[config.mk]
export PLATFORM = sky130hd
export DESIGN_NAME = btn_conditioner
export DESIGN_NICKNAME = d
export VERILOG_FILES = /design/src/rtl/btn_conditioner.sv
export SDC_FILE = /design/constraint.sdc
export NUM_CORES = 1
export LEC_CHECK = 0
export BUFFER_PORTS_ARGS = -buffer_cell sky130_fd_sc_hd__buf_2
export CAP_MARGIN = 20
export CORE_AREA = 4 4 146 148
export DETAILED_ROUTE_END_ITERATION = 16
export DIE_AREA = 0 0 150 152
export GPL_ROUTABILITY_DRIVEN = 0
export SLEW_MARGIN = 20
export SYNTH_ARGS = -nofsm -noshare
export SYNTH_HDL_FRONTEND = slang
export SYNTH_SLANG_ARGS = --single-unit
[constraint.sdc]
create_clock -name clk -period 4.9 [get_ports clk]
set_input_delay 0.98 -clock clk [delete_from_list [all_inputs] [get_ports clk]]
set_output_delay 0.98 -clock clk [all_outputs]
set_load 0.005 [all_outputs]
[src/rtl/btn_conditioner.sv]
`default_nettype none
// ============================================================================
// Module   : btn_conditioner
// Purpose  : Per-channel button synchronizer, debouncer, edge/long-press/
//            auto-repeat pulse generator and toggle latch.
// Revision : 1.0 - initial release
// ============================================================================
module btn_conditioner #(
    parameter int N_BTN         = 2,
    parameter int DEB_CYCLES    = 1000000,
    parameter int LONG_CYCLES   = 100000000,
    parameter int REPEAT_CYCLES = 20000000
) (
    input  logic             clk,
    input  logic             reset_n,
    input  logic [N_BTN-1:0] btn_in,
    output logic [N_BTN-1:0] btn_level,
    output logic [N_BTN-1:0] btn_press,
    output logic [N_BTN-1:0] btn_release,
    output logic [N_BTN-1:0] btn_long,
    output logic [N_BTN-1:0] btn_repeat,
    output logic [N_BTN-1:0] btn_toggle
);

    localparam int c_DEB_W  = $clog2(DEB_CYCLES + 1);
    localparam int c_HOLD_W = $clog2(LONG_CYCLES + 1);
    localparam int c_REP_W  = (REPEAT_CYCLES > 0) ? $clog2(REPEAT_CYCLES + 1) : 1;

    localparam logic [c_DEB_W-1:0]  c_DEB_LAST = c_DEB_W'(DEB_CYCLES - 1);
    localparam logic [c_HOLD_W-1:0] c_LONG     = c_HOLD_W'(LONG_CYCLES);
    localparam logic [c_REP_W-1:0]  c_REP_LAST = c_REP_W'((REPEAT_CYCLES > 0) ? REPEAT_CYCLES - 1 : 0);

    localparam logic [1:0] c_IDLE   = 2'd0;
    localparam logic [1:0] c_HELD   = 2'd1;
    localparam logic [1:0] c_REPEAT = 2'd2;

    logic             r_armed;
    logic [N_BTN-1:0] r_sync_meta;
    logic [N_BTN-1:0] r_sync;

    // The first edge after reset release is not used for sampling, so a
    // button held through reset is seen as a fresh press one cycle later.
    always_ff @(posedge clk or negedge reset_n) begin
        if (!reset_n) begin
            r_armed     <= 1'b0;
            r_sync_meta <= '0;
            r_sync      <= '0;
        end else begin
            r_armed <= 1'b1;
            if (r_armed) begin
                r_sync_meta <= btn_in;
                r_sync      <= r_sync_meta;
            end
        end
    end

    generate
        for (genvar i = 0; i < N_BTN; i++) begin : g_ch
            logic [c_DEB_W-1:0]  r_deb_cnt;
            logic                r_level;
            logic                r_press;
            logic                r_release;
            logic                r_toggle;
            logic                w_diff;
            logic                w_deb_done;
            logic                w_rise;
            logic                w_fall;

            logic [1:0]          r_state;
            logic [1:0]          w_state_nxt;
            logic [c_HOLD_W-1:0] r_hold_cnt;
            logic [c_HOLD_W-1:0] w_hold_nxt;
            logic [c_REP_W-1:0]  r_rep_cnt;
            logic [c_REP_W-1:0]  w_rep_cnt_nxt;
            logic                r_long;
            logic                r_repeat;
            logic                w_long_nxt;
            logic                w_repeat_nxt;

            assign w_diff     = r_sync[i] ^ r_level;
            assign w_deb_done = w_diff && (r_deb_cnt == c_DEB_LAST);
            assign w_rise     = w_deb_done && r_sync[i];
            assign w_fall     = w_deb_done && !r_sync[i];

            always_ff @(posedge clk or negedge reset_n) begin
                if (!reset_n) begin
                    r_deb_cnt <= '0;
                    r_level   <= 1'b0;
                    r_press   <= 1'b0;
                    r_release <= 1'b0;
                    r_toggle  <= 1'b0;
                end else begin
                    if (!w_diff || w_deb_done) begin
                        r_deb_cnt <= '0;
                    end else begin
                        r_deb_cnt <= r_deb_cnt + 1'b1;
                    end
                    if (w_deb_done) begin
                        r_level <= r_sync[i];
                    end
                    r_press   <= w_rise;
                    r_release <= w_fall;
                    if (w_rise) begin
                        r_toggle <= ~r_toggle;
                    end
                end
            end

            always_ff @(posedge clk or negedge reset_n) begin
                if (!reset_n) begin
                    r_state    <= c_IDLE;
                    r_hold_cnt <= '0;
                    r_rep_cnt  <= '0;
                    r_long     <= 1'b0;
                    r_repeat   <= 1'b0;
                end else begin
                    r_state    <= w_state_nxt;
                    r_hold_cnt <= w_hold_nxt;
                    r_rep_cnt  <= w_rep_cnt_nxt;
                    r_long     <= w_long_nxt;
                    r_repeat   <= w_repeat_nxt;
                end
            end

            always_comb begin
                w_state_nxt = r_state;
                case (r_state)
                    c_IDLE:   if (w_rise) w_state_nxt = c_HELD;
                    c_HELD: begin
                        if (w_fall)                    w_state_nxt = c_IDLE;
                        else if (r_hold_cnt == c_LONG) w_state_nxt = c_REPEAT;
                    end
                    c_REPEAT: if (w_fall) w_state_nxt = c_IDLE;
                    default:  w_state_nxt = c_IDLE;
                endcase
            end

            // Release takes priority so no long/repeat pulse coincides with it.
            always_comb begin
                w_hold_nxt    = r_hold_cnt;
                w_rep_cnt_nxt = r_rep_cnt;
                w_long_nxt    = 1'b0;
                w_repeat_nxt  = 1'b0;
                case (r_state)
                    c_IDLE: begin
                        w_hold_nxt    = w_rise ? c_HOLD_W'(1) : '0;
                        w_rep_cnt_nxt = '0;
                    end
                    c_HELD: begin
                        if (w_fall) begin
                            w_hold_nxt = '0;
                        end else if (r_hold_cnt == c_LONG) begin
                            w_long_nxt    = 1'b1;
                            w_rep_cnt_nxt = '0;
                        end else begin
                            w_hold_nxt = r_hold_cnt + 1'b1;
                        end
                    end
                    c_REPEAT: begin
                        if (w_fall) begin
                            w_hold_nxt    = '0;
                            w_rep_cnt_nxt = '0;
                        end else if (REPEAT_CYCLES > 0) begin
                            if (r_rep_cnt == c_REP_LAST) begin
                                w_repeat_nxt  = 1'b1;
                                w_rep_cnt_nxt = '0;
                            end else begin
                                w_rep_cnt_nxt = r_rep_cnt + 1'b1;
                            end
                        end
                    end
                    default: begin
                        w_hold_nxt    = '0;
                        w_rep_cnt_nxt = '0;
                    end
                endcase
            end

            assign btn_level[i]   = r_level;
            assign btn_press[i]   = r_press;
            assign btn_release[i] = r_release;
            assign btn_long[i]    = r_long;
            assign btn_repeat[i]  = r_repeat;
            assign btn_toggle[i]  = r_toggle;
        end
    endgenerate

endmodule
`default_nettype wire
==> summary.txt, run 1 <==
Status
  – Status: finished clean

Floorplanning
  – Io pins: 16
  – Total core area: between 20000 and 25000 um2
  – Die height: 152 um
  – Die ar.: 22800 um2
  – Row count: 52
  – Initial Utilization: approximately 45%
  – Die W: 150 um

Global route
  – Initial antenna violation count: 0
  – Pin count of the biggest net entering global routing: 90
  – First-pass GRT wire length: 33200 um
  – GR Overflow Total: 0
  – Vias in the first global route: 6773
  – Gr usage total: 17.5%

Synthesis
  – Post-synth EDFFs: 0
  – Top FF cell, synth: dfrtp_1
  – Mapped cell area: 8920 um2
  – Synth async-reset ratio: between 90% and 100%
  – Post-Synth Adder-Cell Area: 1.12%
  – Synth Area in XOR/XNOR: 4.22%
  – Distinct cells, synth: 62
  – Yosys Warn Count: 0
  – Cells after Synth: 996
  – Synth Register Bits: ~170
  – Count leader, synth: dfrtp_1
  – Post-synthesis sequential area ratio: 46.3%
  – Post-synth net total: 1008
  – Yosys top cell area share: 46.3%
  – Post-Synth Simple-Gate Area: 29.2%
  – Area leader, netlist: dfrtp_1
  – Synth cell count leaders: 165 x dfrtp_1, 90 x nand2_1, 90 x nor2_1
  – Syn_area_per_cell: 8.96 um2
  – Largest family of logic cells by synthesized area: simple AND/OR/NAND/NOR gates
  – Leading post-synthesis cells by cell area: dfrtp_1 46%, nand3_1 4.8%, nand2_1 3.8%
  – Compound-Gate Fraction of Synth Area: 12.3%
  – Fraction of synthesized area in multiplexers: 2.58%

Worst setup path
  – Worst R2R Start: g_ch[0].r_deb_cnt[7]
  – Critical path required time: about 5200 ps
  – Startpoint Class: register
  – WP data arrival: ~3300 ps
  – Crit path launch: g_ch[0].r_deb_cnt[7]
  – Worst Path Max Fanout: 14
  – FF-to-FF path depth: 7
  – Crit end category: register
  – CP Class: reg2reg

Pwr
  – Peak VDD IR: 0.227 mV
  – Sequential Power Share: about 48%
  – Clock network power share: 49.8%
  – Int Pwr: between 2 and 2.5 mW
  – Net Sw Frac: between 20 and 25%
  – PwrDens: 298 nW/um2
  – Lkg Pwr: 4.17 nW
  – Gate power share: 2.6%
  – P_sw: approximately 0.65 mW

Clock tree
  – CTS tree: yes
  – Reg clk slew, reported paths: 60 ps
  – CTS Root Cell: clkbuf_16
  – TritonCTS Buffers: 17
  – CTS sink cnt: 165
  – Clock Latency Late Sink: 420 ps
  – Post-cts resize count: 0
  – CTS H-tree depth: 4
  – Clk buf depth: 2
  – Postcts setup bufs: 0
  – Cts hold-fix bufs: 0

Hold path
  – Worst hold path depth: 1
  – Hold path startpoint: g_ch[0].r_toggle
  – Hold Crit Class: reg2reg

STA
  – RSZ-0062 raised after global routing: no
  – Final Setup Violations: 0
  – Clock skew: a little over 8 ps
  – Hold_ws: 468 ps
  – Post-route clock period utilization: about three fifths
  – Fin. max-slew vios: 0
  – Fin crit period: 2950 ps
  – Setup_tns: 0 ps
  – Max_slew headroom: 44.8%
  – Final hold violation count: 0
  – Tightest Pin Transition: 827 ps
  – Max Freq: 0.339 GHz

Placed design
  – Area after DPL: 9190 um2
  – Post-DP HPWL: 12800 um
  – Number of port buffers: 15

Route
  – Routed WL per cell: 15.0 um
  – Vias: 7129
  – Initial DRC count: 406
  – Post-DR vias/cell: 5.59
  – DRC Markers: 0
  – Routed Antenna Nets: 0
  – DRT Pass-1 Iters: 5
  – DRT Wirelength: 19200 um

Job
  – Max-cap violation count: 0

Cells and area
  – Ant. Diodes: 0
  – Layout area overhead: 10.3%
  – Final nets: 1004
  – Post-layout util: 49.1%
  – FILL cells: 1965
  – Fin area: 9840 um2
  – Layout cell share with drive strength beyond 1: 7.76%
## power by group through the flow
stage | registers (mW) | clock network, mW | logic [mW]
3_3_place_gp | 1.42 | 0 | 0.0809
5_1_grt | 1.40 | 1.56 | 0.0907
3_5_place_dp | 1.42 | 0 | 0.0816
6_report | 1.39 | 1.46 | 0.0775
4_1_cts | 1.39 | 1.50 | 0.0815
2_1_floorplan | 1.42 | 0 | 0.0400
## layer usage
layer / GRT usage [%] / vias up / routed length, um
met5: 0 / - / 0
met4: 4.49 / 0 / 280
met3: 3.75 / 26 / 570
met2: 26.9 / 91 / 8860
met1: 25.2 / 3436 / 9460
li1: - / 3576 / -
## cell type report
class | count | area, um2 | share of cell area [%]
flip-flops and latches | 165 | 4130 | 42.0
clock buffers | 19 | 453 | 4.60
clock inverters | 13 | 191 | 1.95
multi-input cells | 748 | 4440 | 45.1
repair buffers | 26 | 164 | 1.67
well taps | 270 | 338 | 3.43
inverters | 34 | 128 | 1.30
## registers in the layout (all words and copies together) (netlist names), 4 cells and up
name,flops
g_ch.r_hold_cnt,54
g_ch.r_rep_cnt,50
g_ch.r_deb_cnt,40
g_ch.r_state,4
## worst max-delay path, stage by stage (launching register included)
cell	delay (ps)
dfrtp_1	440
or4b_1	520
or4_1	540
o21ai_1	450
nor2_1	280
buf_4	270
a21o_1	170
a21o_1	160
## logic make-up after synthesis
kind of cell / count (synthesis)
simple gates: 491
compound gates: 183
flops: 165
buf+inv: 83
xor+xnor: 43
mux: 22
fa+ha+maj: 8
other cells: 1
## cell usage in the layout (no fill, tap or decap), types with 4 or more instances in the layout
master	instances
a21o_1	14
a21oi_1	59
a22o_1	8
a22oi_1	5
a31oi_1	14
a41oi_1	4
and2_1	6
and3_1	31
and4_1	12
buf_2	14
buf_4	11
bufinv_16	4
clkbuf_16	17
dfrtp_1	165
ha_1	8
inv_1	34
inv_6	4
mux2_2	8
mux2i_1	14
nand2_1	90
nand2b_1	11
nand3_1	86
nand4_1	32
nor2_1	90
nor2b_1	14
nor3_1	26
nor4_1	11
nor4b_1	7
nor4bb_1	5
o21ai_0	53
o31ai_1	5
or3_1	33
or4_1	13
xnor2_1	21
xor2_1	22
## stage by stage
| step | cells | setup WS [ps] | power (mW) |
|---|---|---|---|
| after detailed placement | 1243 | 1960 | 1.50 |
| after global placement | 1243 | 1980 | 1.50 |
| after floorplan | 996 | 2400 | 1.46 |
| final | 1275 | 1950 | 2.93 |
| after global routing | 1275 | 1790 | 3.04 |
| after CTS | 1275 | 1950 | 2.97 |
## path summary, 6_finish.rpt
check | slack (ps) | to
worst max-delay path | 1950 | g_ch[0].r_hold_cnt[19]
max in group asynchronous | 3390 | g_ch[1].r_rep_cnt[20]
min in group asynchronous | 620 | g_ch[0].r_hold_cnt[15]
worst min register to register | 470 | g_ch[0].r_toggle
worst min-delay path | 470 | g_ch[0].r_toggle
worst max register to register | 1950 | g_ch[0].r_hold_cnt[19]
Note: power is estimated with default switching activity, not from simulation.
==> inputs of run 2 (changes only) <==
clock period = 2.35 ns   (was 4.9 ns; I/O delays follow)
==> summary.txt, run 2 (synthesis gave the netlist of run 1 again) <==
Route
  – Met2 Wirelength: 10400 um (+18%)
  – Max Used Layer: met4
  – DRT Pass-1 Iters: 7 (+2)
  – Initial DRC count: 520 (+28%)
  – Routed wl met3: 664 um (+16%)
  – DRT Wirelength: 21000 um (+9.5%)
  – DRC Markers: 0 (unchanged)
  – Routed Antenna Nets: 0 (unchanged)
  – DRT met1 WL: 9730 um (+2.9%)
  – Routed WL per cell: 15.3 um (+2.1%)
  – Post-DR vias/cell: 5.60 (about the same)
  – Vias: 7654 (+7.4%)

Clock tree
  – CTS sink cnt: 165 (unchanged)
  – CTS tree: yes
  – TritonCTS Buffers: 17 (unchanged)
  – CTS H-tree depth: 4 (unchanged)
  – Clock Latency Late Sink: 430 ps (about the same)
  – Clk buf depth: 2 (unchanged)
  – CTS Root Cell: clkbuf_16
  – Reg clk slew, reported paths: 70 ps (about the same)

Global route
  – Pin count of the biggest net entering global routing: 47 (-48%)
  – Gr usage total: 19.0% (+1.5 points)
  – Initial antenna violation count: 0 (unchanged)
  – Vias in the first global route: 7472 (+10%)
  – GR Overflow Total: 0 (unchanged)
  – First-pass GRT wire length: 36200 um (+9.0%)

Worst setup path
  – Worst path slowest cell: or4_1
  – WP data arrival: 2740 ps (-520 ps)
  – Startpoint Class: register
  – Crit end category: register
  – CP Class: reg2reg
  – Critical path required time: 2720 ps (-2500 ps)
  – CP delay by family, top: simple AND/OR/NAND/NOR gates
  – Critical path buffers and inverters: 0 (-1)
  – Crit-path cells: or4_1 -> or4_4 -> or2_4 -> o21a_4 -> or3_4 -> a21oi_2
  – Worst Path Max Fanout: 7 (-7)
  – Slowest stage delay, CP: 520 ps (-20 ps)

Floorplanning
  – Total core area: 20000 um2 (unchanged)
  – Row count: 52 (unchanged)
  – Io pins: 16 (unchanged)
  – Initial Utilization: 44.5% (unchanged)
  – Die ar.: 22800 um2 (unchanged)
  – Die height: 152 um (unchanged)
  – Die W: 150 um (unchanged)

Placed design
  – Placed insts: 1329 (+6.9%)
  – Number of port buffers: 15 (unchanged)
  – Post-place setup slack: -73.7 ps (-2030 ps)
  – Post-DP HPWL: 14700 um (+15%)

Cells and area
  – Largest register FFs: 54 (unchanged)
  – Sequential cell area: 4130 um2 (unchanged)
  – Post-layout util: 54.3% (+5.2 points)
  – Multi-input logic area: 4660 um2 (+5.1%)
  – Biggest regs: g_ch.r_hold_cnt (54), g_ch.r_rep_cnt (50), g_ch.r_deb_cnt (40)
  – Most frequent cells in the layout: 165 x dfrtp_1, 89 x nand2_1, 86 x nand3_1, 85 x nor2_1, 80 x buf_4
  – Final nets: 1097 (+9.3%)
  – Commonest non-fill, non-tap cell in the layout: dfrtp_1
  – Largest Register: g_ch.r_hold_cnt
  – FILL cells: 1882 (-4.2%)
  – Layout area overhead: 21.9%
  – Ant. Diodes: 0 (unchanged)
  – Layout cell share with drive strength beyond 1: 19.0% (+11 points)
  – Finished Layout Cells: 1368 (+7.3%)

Status
  – Status: complete, but fails checks
  – Failing checks: negative setup slack

STA
  – Final Setup Violations: 3 (+3)
  – Hold_ws: 280 ps (-189 ps)
  – Setup ws final: -27.0 ps (-1980 ps)
  – Setup_tns: -58.3 ps (-58.3 ps)
  – RSZ-0062 raised after global routing: yes
  – Clock skew: 13.8 ps (+5.60 ps)
  – Final hold violation count: 0 (unchanged)
  – Fin. max-slew vios: 0 (unchanged)
  – Post-route clock period utilization: 101% (+41 points)
  – Fin crit period: 2380 ps (-570 ps)
  – Max Freq: 0.421 GHz (+24%)

Pwr
  – PwrDens: 568 nW/um2 (+90%)
  – Peak VDD IR: 0.473 mV (+110%)
  – Lkg Pwr: 4.71 nW (+13%)

Hold path
  – Hold Crit Class: in2reg

Job
  – Max-cap violation count: 0 (unchanged)
## run 2: cell count changes in the layout (fill, tap and decap cells not counted), sizes merged
cell	previous run	this run
buf	26	118
clkinvlp	3	5
dlygate4sd3	0	1
clkinv	2	0
## run 2: what timing repair did
action                                  in CTS  in global routing
buffers inserted                             1                  3
gates resized for setup                     22                 57
endpoints found under the setup margin      46                 89
pin swaps                                    4                 17
hold endpoints to repair                    39                  0
gates cloned                                 0                  2
hold buffers                                 1                  0
## run 2: layer usage
metal / vias up / GRT usage, %
met1: 3762 / 26.0
met2: 99 / 31.0
met3: 18 / 3.87
met5: - / 0
li1: 3775 / -
met4: 0 / 4.53
## run 2: through the flow
| step | power (mW) | instance area (um2) |
|---|---|---|
| 2_1_floorplan | 3.04 | 8950 |
| 3_3_place_gp | 3.18 | 9900 |
| 3_5_place_dp | 3.18 | 9900 |
| 4_1_cts | 6.25 | 10600 |
| 5_1_grt | 6.40 | 10900 |
| 6_report | 6.18 | 10900 |
## run 2: final cells by class
type | count | area share [%]
multi-input combinational | 748 | 42.9
clock buffer | 19 | 4.07
inverter | 34 | 1.17
tap | 270 | 3.11
sequential | 165 | 38.0
clock inverter | 13 | 1.79
timing repair buffer | 119 | 9.03
## run 2: final timing paths
kind	start	end	slack, ps	cells past startpoint
min reg2reg	g_ch[0].r_toggle	g_ch[0].r_toggle	470	1
min	btn_in[1]	r_sync_meta[1]	280	2
max in group asynchronous	reset_n	g_ch[1].r_deb_cnt[10]	1130	3
max	g_ch[1].r_hold_cnt[4]	g_ch[1].r_rep_cnt[7]	-30	6
min in group asynchronous	reset_n	g_ch[0].r_hold_cnt[14]	530	2
max reg2reg	g_ch[1].r_hold_cnt[4]	g_ch[1].r_rep_cnt[7]	-30	6
## run 2: where the power goes
group          internal (mW)  switching, mW  total, mW
combinational         0.0892          0.140      0.229
sequential              2.87         0.0235       2.89
clock                   1.83           1.23       3.06
total                   4.79           1.39       6.18
## run 2: worst reg2reg max path: stages, from the launching register on
cell	delay, ps
dfrtp_1	370
or4_1	520
or4_4	450
or2_4	300
o21a_4	230
or3_4	330
a21oi_2	110
